`src/rtl/io_pkg.sv`:
```
// Shared constants for the MMIO input peripheral: default window base and register offsets.
package io_pkg;

    localparam logic [31:0] IO_BASE_ADDR = 32'h0000_7800;
    localparam logic [31:0] IO_WIN_SIZE  = 32'h0000_0020;

    localparam logic [4:0] OFS_SW       = 5'h00;
    localparam logic [4:0] OFS_BTN      = 5'h10;
    localparam logic [4:0] OFS_BTN_EDGE = 5'h14;

endpackage

```
`src/rtl/btn_debounce.sv`:
```
// Per-button debouncer: accepts a new synchronized level only after it holds for
// DEBOUNCE_CYC consecutive cycles; o_rise pulses in the cycle the accepted level rises.
module btn_debounce #(
    parameter int DEBOUNCE_CYC = 16
) (
    input  logic clk,
    input  logic rstn,
    input  logic i_s,
    output logic o_q,
    output logic o_rise
);

    localparam int CW = (DEBOUNCE_CYC > 1) ? $clog2(DEBOUNCE_CYC) : 1;
    localparam logic [CW-1:0] TERM = CW'(DEBOUNCE_CYC - 1);

    logic [CW-1:0] cnt;
    logic          q;
    logic          accept;

    assign accept = (i_s != q) && (cnt == TERM);
    assign o_q    = q;
    assign o_rise = accept & i_s;

    // Any return to the accepted level restarts the window; the counter stops at TERM.
    always_ff @(posedge clk) begin
        if (!rstn) begin
            q   <= 1'b0;
            cnt <= '0;
        end else if (i_s == q) begin
            cnt <= '0;
        end else if (accept) begin
            q   <= i_s;
            cnt <= '0;
        end else begin
            cnt <= cnt + 1'b1;
        end
    end

endmodule

```
`src/rtl/io_input_ctrl.sv`:
```
// MMIO input peripheral: synchronized switches, debounced buttons with W1C press-event
// capture, and a zero-wait combinational read port on the LSU load/store path.
module io_input_ctrl
    import io_pkg::*;
#(
    parameter int          SW_W         = 32,
    parameter int          BTN_W        = 4,
    parameter int          DEBOUNCE_CYC = 16,
    parameter bit          BTN_ACT_LOW  = 1'b1,
    parameter logic [31:0] BASE_ADDR    = IO_BASE_ADDR
) (
    input  logic             clk,
    input  logic             rstn,
    input  logic [SW_W-1:0]  i_io_sw,
    input  logic [BTN_W-1:0] i_io_btn,
    input  logic [31:0]      i_addr,
    input  logic [31:0]      i_wdata,
    input  logic             i_we,
    output logic [31:0]      o_rdata,
    output logic             o_hit,
    output logic             o_btn_evt
);

    // Raw pin level meaning "not pressed"; the button synchronizer resets to it so a
    // held button must re-qualify through the full pin-to-level latency after reset.
    localparam logic [BTN_W-1:0] BTN_IDLE = {BTN_W{BTN_ACT_LOW}};

    logic [SW_W-1:0]  sw_meta, sw_sync;
    logic [BTN_W-1:0] btn_meta, btn_raw, btn_s;
    logic [BTN_W-1:0] btn_q, btn_rise;
    logic [BTN_W-1:0] edge_q, edge_clr, edge_nxt;
    logic [31:0]      ofs;
    logic             edge_wr;

    // NOTE: non-blocking assignments let each flop sample the previous stage's old value.
    always_ff @(posedge clk) begin
        if (!rstn) begin
            sw_meta  <= '0;
            sw_sync  <= '0;
            btn_meta <= BTN_IDLE;
            btn_raw  <= BTN_IDLE;
        end else begin
            sw_meta  <= i_io_sw;
            sw_sync  <= sw_meta;
            btn_meta <= i_io_btn;
            btn_raw  <= btn_meta;
        end
    end

    assign btn_s = BTN_ACT_LOW ? ~btn_raw : btn_raw;

    for (genvar i = 0; i < BTN_W; i++) begin : g_btn
        btn_debounce #(
            .DEBOUNCE_CYC (DEBOUNCE_CYC)
        ) u_btn_debounce (
            .clk    (clk),
            .rstn   (rstn),
            .i_s    (btn_s[i]),
            .o_q    (btn_q[i]),
            .o_rise (btn_rise[i])
        );
    end

    assign ofs     = i_addr - BASE_ADDR;
    assign o_hit   = (ofs < IO_WIN_SIZE);
    assign edge_wr = i_we && o_hit && (ofs[4:2] == OFS_BTN_EDGE[4:2]);

    // A rise in the same cycle as its clear is kept so no press is lost.
    assign edge_clr = edge_wr ? i_wdata[BTN_W-1:0] : '0;
    assign edge_nxt = (edge_q & ~edge_clr) | btn_rise;

    always_ff @(posedge clk) begin
        if (!rstn) begin
            edge_q    <= '0;
            o_btn_evt <= 1'b0;
        end else begin
            edge_q    <= edge_nxt;
            o_btn_evt <= |edge_q;
        end
    end

    // NOTE: default assigned first so every path drives o_rdata and no latch is inferred.
    always_comb begin
        o_rdata = '0;
        if (o_hit) begin
            case (ofs[4:2])
                OFS_SW[4:2]:       o_rdata = 32'(sw_sync);
                OFS_BTN[4:2]:      o_rdata = 32'(btn_q);
                OFS_BTN_EDGE[4:2]: o_rdata = 32'(edge_q);
                default:           o_rdata = '0;
            endcase
        end
    end

    // Byte-lane bits and upper store-data bits have no meaning for this block.
    logic unused_ok;
    assign unused_ok = &{1'b0, ofs[1:0], i_wdata};

endmodule

```
`config.mk`:
```
export PLATFORM = sky130hd
export DESIGN_NAME = io_input_ctrl
export DESIGN_NICKNAME = d
export VERILOG_FILES = /design/src/rtl/io_pkg.sv /design/src/rtl/btn_debounce.sv /design/src/rtl/io_input_ctrl.sv
export SDC_FILE = /design/constraint.sdc
export NUM_CORES = 1
export LEC_CHECK = 0
export ABC_AREA = 1
export CORE_UTILIZATION = 38
export DETAILED_ROUTE_END_ITERATION = 7
export PLACE_DENSITY = 0.73
export SLEW_MARGIN = 20
export SYNTH_ARGS = -nofsm -noshare
export SYNTH_HDL_FRONTEND = slang
export SYNTH_SLANG_ARGS = --single-unit
```
`constraint.sdc`:
```
create_clock -name clk -period 9.1 [get_ports clk]
set_clock_uncertainty 0.15 [all_clocks]
set_input_delay 2.73 -clock clk [delete_from_list [all_inputs] [get_ports clk]]
set_output_delay 2.73 -clock clk [all_outputs]
set_load 0.05 [all_outputs]
```
# Word-level counts from Yosys, hierarchy flattened

Index checks and enable logic that the tools add are counted.

Register bits: 97
Input bits: 103
Output and inout bits: 34
Word-level logic and storage cells: 66

Add/sub/neg operators: 5
Order comparisons: 1
Equal/unequal tests: 14
Multiplexer cells: 3
Bitwise operators: 13
Reductions and logical operators: 16

Operators by type and width:

| kind                   | count |
|---|---|
| $pmux 32 s3            | 1 |
| $lt 32x6->1 const B    | 1 |
| $mux 32                | 1 |
| $sub 32x15->32 const B | 1 |
| $add 4x1->4 const B    | 4 |
| $eq 4x4->1 const B     | 4 |
| $reduce_or 3->1        | 4 |
| $not 4->4              | 2 |
| $reduce_and 2->1       | 4 |
| $eq 3x3->1 const B     | 2 |
| $logic_and 1x1->1      | 6 |
| $not 1->1              | 5 |
| $and 1x1->1            | 4 |
| $and 4x4->4            | 1 |
| $eq 1x1->1             | 4 |
| $mux 4                 | 1 |
| $ne 1x1->1             | 4 |
| $or 4x4->4             | 1 |
| $reduce_or 4->1        | 1 |
| $logic_not 3->1        | 1 |

# Logic depth before layout (Yosys ltp)

Gate-level depths: netlist of run 1.

Depth in word-level cells: 8
Depth in mapped cells: 14
Mapped depth without buffers: 13

# Cells and area by module

Synthesis of run 1 repeated with hierarchy kept, for this count alone.

Cells, all modules: 635
Area, all modules: 4,362.9 µm²

Modules (own cells, without submodules):

| module        | times used | cells an instance | area each (µm²) |
|---|---|---|---|
| io_input_ctrl | 1          | 523               | 3,477.1 |
| btn_debounce  | 4          | 28                | 221.5 |

# Worst setup path before layout of run 1

No wires, ideal clock.

Path type: input-to-output
From: input i_addr[11]
To: output o_rdata[12]
Arrival: 4.704 ns
Required time: 6.220 ns
Slack: 1.516 ns
Cell stages on the path: 12
Path buffers: 1
Cell sequence: ha_1 nand3_1 nand3_1 nor2_1 xnor2_1 o21ai_1 nor2_1 nand2_1 nor2_1 nand2_1 buf_2 nor2_1

Cells in the longest elaborated chain, start to end: 3

Ends and longest elaborated chain:

| item           | line                | source |
|---|---|---|
| from (decl)    | io_input_ctrl.sv:16 | `input logic [31:0] i_addr,` |
| $sub 32x15->32 | io_input_ctrl.sv:64 | `assign ofs = i_addr - BASE_ADDR;` |
| $lt 32x6->1    | io_input_ctrl.sv:65 | `assign o_hit = (ofs < IO_WIN_SIZE);` |
| $mux 32        | io_input_ctrl.sv:85 | `if (o_hit) begin` |
| to (decl)      | io_input_ctrl.sv:19 | `output logic [31:0] o_rdata,` |

No other way between the ends.

# Worst setup path after layout of run 1

From: input i_addr[11]
To: output o_rdata[0]

Same word-level chain as after synthesis.

==> results.ini, run 1 <==
[run_status]
status = finished, final reports clean

[power]
p_leak_uw = 0.00275
cellPowerDensity_nw_per_um2 = 147
irDropWorstVdd_v = 0.0000841

[timing]
setup_viol = 0
hold_violations = 0
slew_violations = 0
fin_crit_ps = 8690
period_share_pct = 95.5
max_freq_mhz = 115
slew_headroom_pct = 57.3
rsz0062_at_grt = no
fin_tns_setup_ps = 0
worst_pin_slew_ps = 640

[logic_synthesis]
synth_cell_types = 29
syn-num-nets = 720
synth_top_area_share_pct = 45.5
synth.largest_area_cell = dfxtp_1
syn_inst = 612
ys_ff_latch = 97
synth_warnings = 0
syn_avg_cell_area_um2 = 6.98
seq_area_frac_synth_pct = 45.5
netlist_area_um2 = 4270
synthTopCellsByArea = dfxtp_1 45%, nand2_1 15%, inv_1 9.8%

[global_routing]
antenna_found_initial = 0
grt_max_degree = 70
grt_overflow_total = 0
grt_pass1_wl_mm = 15.2
grt_pass1_vias = 3532
grt_usage_pct = 16.2

[setup_path]
timing.rr.start = g_btn[3].u_btn_debounce.cnt[0]$_SDFF_PP0_
crit_start = i_addr[11]
slowest_delay_ps = 830
cp.required_ps = 6220
path_class = in2out
cp-end-kind = output pin
crit_path_frequent_cell = nor2_1
cpMaxStageDelayCell = clkdlybuf4s50_1
critical_path_arrival_ps = 5810
critPathLaunchType = input port
crit_fanout = 4
path_cells = clkdlybuf4s50_1, ha_1, nand3_1, nand3_1, nor2_1, xnor2_1, o21ai_1, nor2_1, nand2_1, nor2_1, nand3_1, nor2_1, clkdlybuf4s50_1

[cells_and_area]
register_area_um2 = 1940
nets = 824
final_cell_mix = 175 x nand2_1, 111 x inv_1, 97 x dfxtp_1, 91 x nor2_1, 76 x clkdlybuf4s50_1
num-fill-cells = 1071
final_cell_count_no_fill = 861
num_antenna_cells = 0
area_growth_pct = 30.7
final_common_cell = nand2_1
drive_gt1_share_pct = 11.4
multi_input_area_um2 = 1810

[placement]
gp_congestion = 0.825
numPortBuffers = 106
hpwlAfterDp_mm = 6.90
dp_cells = 845

[hold_path]
hp-class = reg2reg
hold_start = sw_meta[15]$_SDFF_PN0_

[drt]
viasPerCell = 4.46
wl_per_cell_um = 10.5
vias = 3836
drt_iter0_markers = 174
detail_route.first_pass.iterations = 4
postRouteAntennaNets = 0
wl_mm = 9.06
drc_errors = 0

[floorplanning]
die_w_um = 108
initial_core_util_pct = 39.2
fp.dieH_um = 108
core_um2 = 10900
dieArea_um2 = 11700
rows = 38
ioPinCount = 137

[clock_tree]
h-tree-depth = 3
clock_path_buffers = 2
cts-root-buf = clkbuf_8
cts_tree = yes
cts_buffers = 9
cts_setup_buffers = 0
cts.clk_slew.worst_paths_ps = 100
cts_resized = 0
cts_hold_buffers = 0
clock_sinks = 97
clk_latency_ps = 350

[run]
max_cap_viol_count = 0

[worst paths after layout]
path | to | slack (ps) | cells past startpoint
setup / recovery | o_rdata[0] | 410 | 13
hold / removal | sw_sync[15]$_SDFF_PN0_ | 260 | 2
setup reg to reg | g_btn[3].u_btn_debounce.o_q$_SDFFE_PN0P_ | 7800 | 4
hold reg to reg | sw_sync[15]$_SDFF_PN0_ | 260 | 2
[routing by layer]
metal,global-route usage (%),routed length (µm),up-vias,share of wire [%]
li1,-,-,2021,-
met1,19.1,4000,1727,44
met2,29.6,4510,79,50
met3,2.95,456,9,5.0
met4,4.99,99,0,1.1
met5,0,0,-,0
[through the flow]
step	area, µm²	hold slack (ps)	util [%]	power [µW]	setup WS (ps)
5_1_grt	5580	279	51.3	862	141
6_report	5580	265	51.3	821	407
3_3_place_gp	5360	241	49.2	533	452
4_1_cts	5580	269	51.3	832	422
3_5_place_dp	5360	247	49.2	535	433
2_1_floorplan	4270	240	-	491	1520
[synthesized netlist by cell type]
library cell	instances
nand3_1	27
xnor2_1	5
o21ai_1	2
a41oi_1	1
nand3b_1	3
ha_1	5
dfxtp_1	97
nor2_2	6
nor4_2	1
xor2_1	8
o21ai_0	4
inv_1	111
nand2_1	176
buf_6	2
inv_2	3
or2_2	8
buf_2	1
nor2_1	91
o22ai_1	5
nor2_4	10
a21boi_1	1
nand2_2	4
a21oi_1	13
nor3_1	2
nor3b_1	2
nand4_1	10
buf_12	1
clkbuf_1	12
clkinv_1	1
[cell type report]
cell class                      count  area share, %
Multi-Input combinational cell    384           32.4
Timing Repair Buffer              109           18.0
Clock inverter                      6           1.50
Clock buffer                       10           2.47
Sequential cell                    97           34.8
Tap cell                          140           3.14
Inverter                          115           7.73
[flip-flops by register name, summed over array words and instances, names as in the netlist]
register and flops:
sw_meta 32, sw_sync 32, g_btn.u_btn_debounce.cnt 16, btn_meta 4, btn_raw 4, edge_q 4, g_btn.u_btn_debounce.o_q 4, o_btn_evt 1
[critical path, delay by kind of cell]
kind	cells	cell delay [ps]
simple gates	8	1200
buf+inv	2	1310
compound gates	1	110
xor+xnor	1	190
fa+ha+maj	1	260
[logic make-up (layout without fill, tap and decap cells)]
family | Yosys count | in the layout | synth area share (%)
AOI/OAI and AO/OA | 26 | 26 | 3.34
xor gates and xnor gates | 13 | 13 | 2.67
adders and majority gates | 5 | 5 | 1.46
buffers and inverters | 131 | 240 | 12.3
DFF | 97 | 97 | 45.5
and+or+nand+nor | 340 | 340 | 34.8
[where the power goes]
group / internal [µW] / switching (µW) / total [µW]
clock: 141 / 156 / 297
combinational: 41.8 / 39.1 / 80.8
sequential: 440 / 4.21 / 444
total: 622 / 199 / 821
No activity file was read; power rests on OpenSTA's default activity.
==> run 2: changes to the inputs <==
ABC_CLOCK_PERIOD_IN_PS = 9100   (was default)
HOLD_SLACK_MARGIN = 0.06   (was default)
==> results of run 2 <==
Same layout as run 1: the final DEF is identical, and so are final timing and power.
==> run 3: changes to the inputs <==
MAX_ROUTING_LAYER = met4   (was default)
SKIP_CTS_REPAIR_TIMING = 1   (was default)
==> results.ini, run 3 (synthesis gave the netlist of run 1 again) <==
[run_status]
status = finished, final reports clean

[setup_path]
cp.required_ps = 6220  ; about the same
cp-end-kind = output pin
critPathLaunchType = input port
crit_start = i_addr[11]
crit_fanout = 4  ; unchanged
rrSetupSlack_ps = 7830  ; +30 ps
path_class = in2out
ff2ff_path_depth = 5  ; +1
critical_path_arrival_ps = 5800  ; about the same
timing.rr.end = edge_q[3]$_SDFF_PN0_
timing.rr.start = g_btn[3].u_btn_debounce.cnt[0]$_SDFF_PP0_

[timing]
max_freq_mhz = 115  ; about the same
period_share_pct = 95.4  ; about the same
setup_viol = 0  ; unchanged
hold_violations = 0  ; unchanged
slew_headroom_pct = 57.5  ; +0.12 points
fin_crit_ps = 8680  ; -8.09 ps
worst_pin_slew_ps = 638  ; -1.78 ps
rsz0062_at_grt = no
slew_violations = 0  ; unchanged
fin_tns_setup_ps = 0  ; unchanged

[drt]
drc_errors = 0  ; unchanged
detail_route.first_pass.iterations = 4  ; unchanged
postRouteAntennaNets = 0  ; unchanged
viasPerCell = 4.42  ; -0.83%
drt_iter0_markers = 177  ; +1.7%
vias = 3804  ; -0.83%
wl_mm = 9.16  ; +1.0%
wl_per_cell_um = 10.6  ; +1.0%

[global_routing]
grt_usage_pct = 16.5  ; +0.30 points
grt_overflow_total = 0  ; unchanged
grt_pass1_wl_mm = 14.8  ; -2.2%
grt_max_degree = 70  ; unchanged
antenna_found_initial = 0  ; unchanged
grt_pass1_vias = 3374  ; -4.5%

[clock_tree]
cts-root-buf = clkbuf_8
cts_buffers = 9  ; unchanged
cts.clk_slew.worst_paths_ps = 80  ; -20 ps
h-tree-depth = 3  ; unchanged
clock_sinks = 97  ; unchanged
cts_tree = yes
clk_latency_ps = 350  ; about the same
clock_path_buffers = 2  ; unchanged

[cells_and_area]
final_common_cell = nand2_1
drive_gt1_share_pct = 11.1  ; -0.28 points
num_antenna_cells = 0  ; unchanged
final_cell_count_no_fill = 861  ; unchanged
final_cell_mix = 175 x nand2_1, 111 x inv_1, 97 x dfxtp_1, 91 x nor2_1, 76 x clkdlybuf4s50_1
nets = 824  ; unchanged
top_regs = sw_meta x32, sw_sync x32, g_btn.u_btn_debounce.cnt x16
area_growth_pct = 30.1
num-fill-cells = 1084  ; +1.2%

[hold_path]
hold-path-endpoint = sw_sync[18]$_SDFF_PN0_
hold_start = sw_meta[18]$_SDFF_PN0_
hold_depth = 2  ; unchanged
hp-class = reg2reg

[placement]
hpwlAfterDp_mm = 7.01  ; +1.6%
dp_cells = 845  ; unchanged
numPortBuffers = 106  ; unchanged
gp_congestion = 0.826  ; +0.12%

[floorplanning]
initial_core_util_pct = 39.2  ; unchanged
rows = 38  ; unchanged
core_um2 = 10900  ; unchanged
fp.dieH_um = 108  ; unchanged
die_w_um = 108  ; unchanged
dieArea_um2 = 11700  ; unchanged
ioPinCount = 137  ; unchanged

[run]
max_cap_viol_count = 0  ; unchanged

[power]
switching_power_uw = 186  ; -6.9%
pwr-share-comb_pct = 10.1  ; +0.3 points
pwr-share-seq_pct = 55.7  ; +1.7 points
swShare_pct = 23.3  ; -0.95 points
irDropWorstVdd_v = 0.0000755  ; -10%
cellPowerDensity_nw_per_um2 = 143  ; -2.6%
p_leak_uw = 0.00272  ; -0.88%
intPower_uw = 610  ; -1.9%
pwr-share-clk_pct = 34.1  ; -2.0 points

run 3: per-stage QoR:
stage               power (µW)  utilization (%)  area (µm²)  setup slack (ps)  hold WS [ps]
floorplan                  491                -        4270              1520           240
global placement           533             49.2        5360               449           241
detailed placement         535             49.2        5360               427           248
CTS                        807             51.0        5560               419           267
global route               839             51.0        5560               186           274
finish                     796             51.0        5560               415           265
run 3: worst max path at each step:
stage                       end  slack [ps]  cells after the start
floorplan           o_rdata[12]        1520                     12
global placement     o_rdata[1]         450                     13
detailed placement   o_rdata[3]         430                     13
CTS                  o_rdata[3]         420                     13
global route         o_rdata[0]         190                     13
finish               o_rdata[0]         420                     13
run 3: cell type report:
class | count | area (µm²) | share of cell area [%]
clock buffer | 11 | 131 | 2.36
clock inverter | 5 | 63.8 | 1.15
inverter | 115 | 432 | 7.77
multi-input combinational | 384 | 1810 | 32.5
sequential | 97 | 1940 | 34.9
tap | 140 | 175 | 3.15
timing repair buffer | 109 | 1010 | 18.1
run 3: critical path, stage by stage:
cell and delay [ps]:
clkdlybuf4s50_1 470, ha_1 260, nand3_1 150, nand3_1 120, nor2_1 230, xnor2_1 200, o21ai_1 110, nor2_1 110
nand2_1 60, nor2_1 180, nand3_1 190, nor2_1 140, clkdlybuf4s50_1 850
run 3: power by group through the flow:
stage / sequential [µW] / combinational [µW] / clock [µW]
2_1_floorplan: 453 / 37.9 / 0
3_5_place_dp: 454 / 80.7 / 0
6_report: 444 / 80.6 / 272
5_1_grt: 445 / 90.2 / 303
3_3_place_gp: 453 / 79.5 / 0
4_1_cts: 444 / 81.2 / 282
run 3: per-layer routing:
layer	global-route usage, %	vias up	part of all wire [%]
li1	-	2018	-
met1	19.8	1705	45
met2	28.4	73	49
met3	2.65	8	4.7
met4	4.99	0	1.2
met5	-	-	0
==> RTL change 1: new RTL, settings of run 3 <==
Set the parameter `BTN_ACT_LOW` to 1'b0 (it was 1'b1).
--- a/src/rtl/io_input_ctrl.sv
+++ b/src/rtl/io_input_ctrl.sv
@@ -8,3 +8,3 @@
     parameter int          DEBOUNCE_CYC = 16,
-    parameter bit          BTN_ACT_LOW  = 1'b1,
+    parameter bit          BTN_ACT_LOW  = 1'b0,
     parameter logic [31:0] BASE_ADDR    = IO_BASE_ADDR
Function: no difference found for any inputs over 10 cycles, from zero or initial values and one cycle with rstn low; that may be too few to reach the edited logic, so the function may still have changed.
==> RTL change 1 against run 3 <==
- final area decreased by 3.4%
- area after synthesis decreased by 6.7%
- power increased by 1.7%
- global-route usage decreased by 0.46 points
- register-to-register slack improved by 20 ps
- sequential cell count unchanged
- worst setup slack got worse by 43 ps
- wire length decreased by 12%
- largest cell class unchanged
==> RTL change 1: results (changes against run 3) <==
[cts]
cts_root_buf=clkbuf_8
cts.clk_slew.worst_paths_ps=100  ; +20 ps

[power_and_ir_drop]
power.leakage_nw=2.58  ; -5.2%
p_sw_share_pct=23.4  ; +0.072 points

[logic_synthesis]
postSynth.asyncResetShare_pct=0  ; unchanged
synth_cell_type_count=23  ; -21%
syn_area_per_cell_um2=7.07  ; +1.4%
ys_seq_area_share_pct=48.8  ; +3.3 points
synth_fp_nets=671  ; -6.8%

[global_routing]
use_met3_pct=4.20  ; +1.5 points
met2_usage_pct=25.8  ; -2.6 points
grt_use_met1_pct=19.9  ; +0.17 points
grt_pass1_vias=3300  ; -2.2%
grt_pass1_wl_um=13900  ; -5.9%
grt_max_degree=74  ; +5.7%
grt_util_all_layers_pct=16.1  ; -0.46 points

[placed_design]
dp.cells=792  ; -6.3%
finalWeightedCongestion=0.839  ; +1.6%

[layout]
drive_gt1_share_pct=4.32  ; -6.8 points
fin_cells=808  ; -6.2%

[critical_path]
critical_path_peak_fanout=33  ; +29
arrival_ps=5850  ; +50 ps

[routing]
drt_iter0_drc=84  ; -53%
drt-pass1-iter-count=6  ; +2
drt_wl_total_um=8030  ; -12%

[timing]
tightest_slew_ps=682  ; +43.7 ps

[status]
status=completed

[RTL change 1: changes by cell type after synthesis, moves of 4 or more]
cell and delta:
nand2_2 -4, nor2_4 -7, or2_2 -8, inv_1 -11
a21oi_1 -5, o22ai_1 -5
[RTL change 1: kinds of logic after synthesis]
group / Yosys count / synth area share, %
AND/OR/NAND/NOR: 316 / 32.7
buffers and inverters: 115 / 11.4
flip-flops: 97 / 48.8
AO/OA/AOI/OAI: 17 / 2.70
XOR/XNOR: 13 / 2.86
adder cells (fa/ha/maj): 5 / 1.57
[RTL change 1: path summary, 6_finish.rpt]
path | from | endpoint | slack [ps] | depth (start not counted)
min | sw_meta[17]$_SDFF_PN0_ | sw_sync[17]$_SDFF_PN0_ | 270 | 2
max | i_addr[11] | o_rdata[1] | 370 | 14
min reg2reg | sw_meta[17]$_SDFF_PN0_ | sw_sync[17]$_SDFF_PN0_ | 270 | 2
max reg2reg | g_btn[0].u_btn_debounce.cnt[0]$_SDFF_PP0_ | edge_q[0]$_SDFF_PN0_ | 7850 | 5
[RTL change 1: per-layer routing]
metal | vias up | wire, um
li1 | 1867 | -
met2 | 97 | 3560
met1 | 1509 | 3900
met4 | 0 | 53
met5 | - | 0
met3 | 6 | 514
[RTL change 1: final cells by class]
cell class	instances	area [um^2]	share of cell area (%)
Timing Repair Buffer	108	1070	20.0
Clock buffer	10	138	2.56
Inverter	100	375	6.99
Clock inverter	6	83.8	1.56
Sequential cell	97	1940	36.2
Tap cell	136	170	3.17
Multi-Input combinational cell	351	1590	29.6
[RTL change 1: critical path: stages]
cell and delay (ps):
clkdlybuf4s50_1 490, ha_1 270, nand2_1 100, nor2_1 50
nor2_2 220, nand2_1 80, nand2_1 80, nand2_1 50
nor2_1 80, nand3_1 150, nor2_4 200, nand2_4 240
a31oi_1 270, clkdlybuf4s50_1 840
[RTL change 1: power groups by stage]
stage               logic, mW  clock network, mW  registers, mW
finish                 0.0731              0.292          0.444
global route           0.0828              0.323          0.446
CTS                    0.0738              0.304          0.444
detailed placement     0.0734                  0          0.454
global placement       0.0721                  0          0.453
floorplan              0.0320                  0          0.453
[RTL change 1: through the flow]
stage	area [um^2]	util (%)	setup slack, ps
after floorplan	3980	-	1530
after global placement	5140	50.3	362
after detailed placement	5140	50.3	316
after CTS	5370	52.5	310
after global routing	5370	52.5	43.2
final	5370	52.5	373
==> RTL change 2: new RTL, config.mk and constraints of run 3 <==
Without the edit above. Remove the register `o_btn_evt`: a continuous assignment takes its place, so the output `o_btn_evt` follows one clock earlier.
--- a/src/rtl/io_input_ctrl.sv
+++ b/src/rtl/io_input_ctrl.sv
@@ -74,8 +74,8 @@
             edge_q    <= '0;
-            o_btn_evt <= 1'b0;
         end else begin
             edge_q    <= edge_nxt;
-            o_btn_evt <= |edge_q;
         end
     end
+
+    assign o_btn_evt = |edge_q;
 
Behaviour: same outputs for any inputs over 10 cycles, from zero or initial values and one cycle with rstn low; that may be too few to reach the edited logic, so the function may still have changed.
==> RTL change 2 against run 3 <==
- area after synthesis shrank 5.0%
- wire length shrank 8.3%
- largest power group unchanged
- final area shrank 2.1%
- count of clock-buffer cells in the layout shrank 1
- power grew 1.4%
- sequential cell count shrank 1
- register-to-register slack is essentially flat
- non-clock buffer count shrank 1
- worst setup slack gained 16 ps
- global-route usage shrank 0.093 points
==> RTL change 2: results (changes against run 3) <==
[status]
status=completed

[critical_path]
arrival_ps=5790  ; about the same
critical_path_peak_fanout=7  ; +3
cp_top_family=buffers and inverters
cp_slowest_cell=clkdlybuf4s50_1
slowest_delay_ps=860

[cts]
cts-htree-levels=3  ; unchanged
cts_buffers=9  ; unchanged
clk_latency_ps=350  ; about the same
clk_path_buf_depth=2  ; unchanged
cts.clk_slew.worst_paths_ps=100  ; +20 ps
cts_root_buf=clkbuf_8

[logic_synthesis]
synth_area_leaders=dfxtp_1, nand2_1, inv_1
syn_area_per_cell_um2=7.35  ; +5.3%
synth_fp_nets=660  ; -8.3%
yosysWarningCount=0  ; unchanged
ys.flop_type=dfxtp_1
synth_commonest_cells=nand2_1, dfxtp_1, inv_1, nor2_1, nand3_1
ys_seq_area_share_pct=47.4  ; +1.9 points
postSynth.asyncResetShare_pct=0  ; unchanged
synth_cell_type_count=28  ; -3.4%

[layout]
fin_cells=798  ; -7.3%
layout.nets=765  ; -7.2%
reg_top3=sw_meta (32), sw_sync (32), g_btn.u_btn_debounce.cnt (16)
diodes=0  ; unchanged
drive_gt1_share_pct=9.37  ; -1.7 points

[placed_design]
finalWeightedCongestion=0.839  ; +1.6%
portBuffers=106  ; unchanged
dp_hpwl_um=6330  ; -9.7%
place_ws_ps=418  ; -8.98 ps
dpl_cell_area_um2=5220  ; -2.6%
dp.cells=782  ; -7.5%

[global_routing]
grt_pass1_vias=3300  ; -2.2%
grt_util_all_layers_pct=16.4  ; -0.093 points
grt_pass1_wl_um=14200  ; -3.9%
grt_antenna_before_repair=0  ; unchanged
grt_max_degree=66  ; -5.7%

[routing]
wl_per_cell_um=10.5  ; -1.0%
drt-pass1-iter-count=4  ; unchanged
drt_iter0_drc=89  ; -50%
viasPerCell=4.40  ; -0.30%

[power_and_ir_drop]
vdd_drop_max_v=0.0000719  ; -4.7%
p_int_mw=0.616  ; +0.96%
power.leakage_nw=2.54  ; -6.9%

[timing]
tightest_slew_ps=607  ; -31.6 ps

RTL change 2: cells by family after synthesis:
family	Yosys count	share of synthesized area [%]
and+or+nand+nor	312	34.8
buffers and inverters	104	10.3
DFF	96	47.4
AOI/OAI and AO/OA	19	2.53
xor gates and xnor gates	16	3.46
adders and majority gates	5	1.54
RTL change 2: area by class of cell:
type | count | area (um^2)
fillers | 973 | 4880
flip-flops and latches | 96 | 1920
multi-input cells | 352 | 1720
repair buffers | 108 | 1070
inverters | 90 | 340
well taps | 136 | 170
clock buffers | 10 | 138
clock inverters | 6 | 83.8
RTL change 2: per-layer routing:
metal  vias up  wire length [um]  global-route usage [%]
met2       101              4020                    27.8
met5         -                 0                       -
met3         7               559                    4.21
met4         0                74                    4.93
li1       1848                 -                       -
met1      1559              3750                    19.1
RTL change 2: worst paths after layout:
kind	start	end	slack (ps)	depth (start not counted)
worst max-delay path	i_addr[11]	o_rdata[0]	430	16
worst min-delay path	sw_meta[2]$_SDFF_PN0_	sw_sync[2]$_SDFF_PN0_	260	2
worst max register to register	g_btn[1].u_btn_debounce.cnt[0]$_SDFF_PP0_	edge_q[1]$_SDFF_PN0_	7820	5
worst min register to register	sw_meta[2]$_SDFF_PN0_	sw_sync[2]$_SDFF_PN0_	260	2
RTL change 2: tightest hold or removal path: cells and delay by family (launching register included):
family / cells / cell delay [ps]
DFF: 1 / 310
and+or+nand+nor: 1 / 50
buffers and inverters: 1 / 30
RTL change 2: power groups by stage:
stage	clock network [mW]	logic [mW]	registers, mW
final	0.295	0.0730	0.439
after global routing	0.325	0.0822	0.441
after CTS	0.305	0.0735	0.440
after detailed placement	0	0.0732	0.449
after global placement	0	0.0717	0.449
after floorplan	0	0.0323	0.448
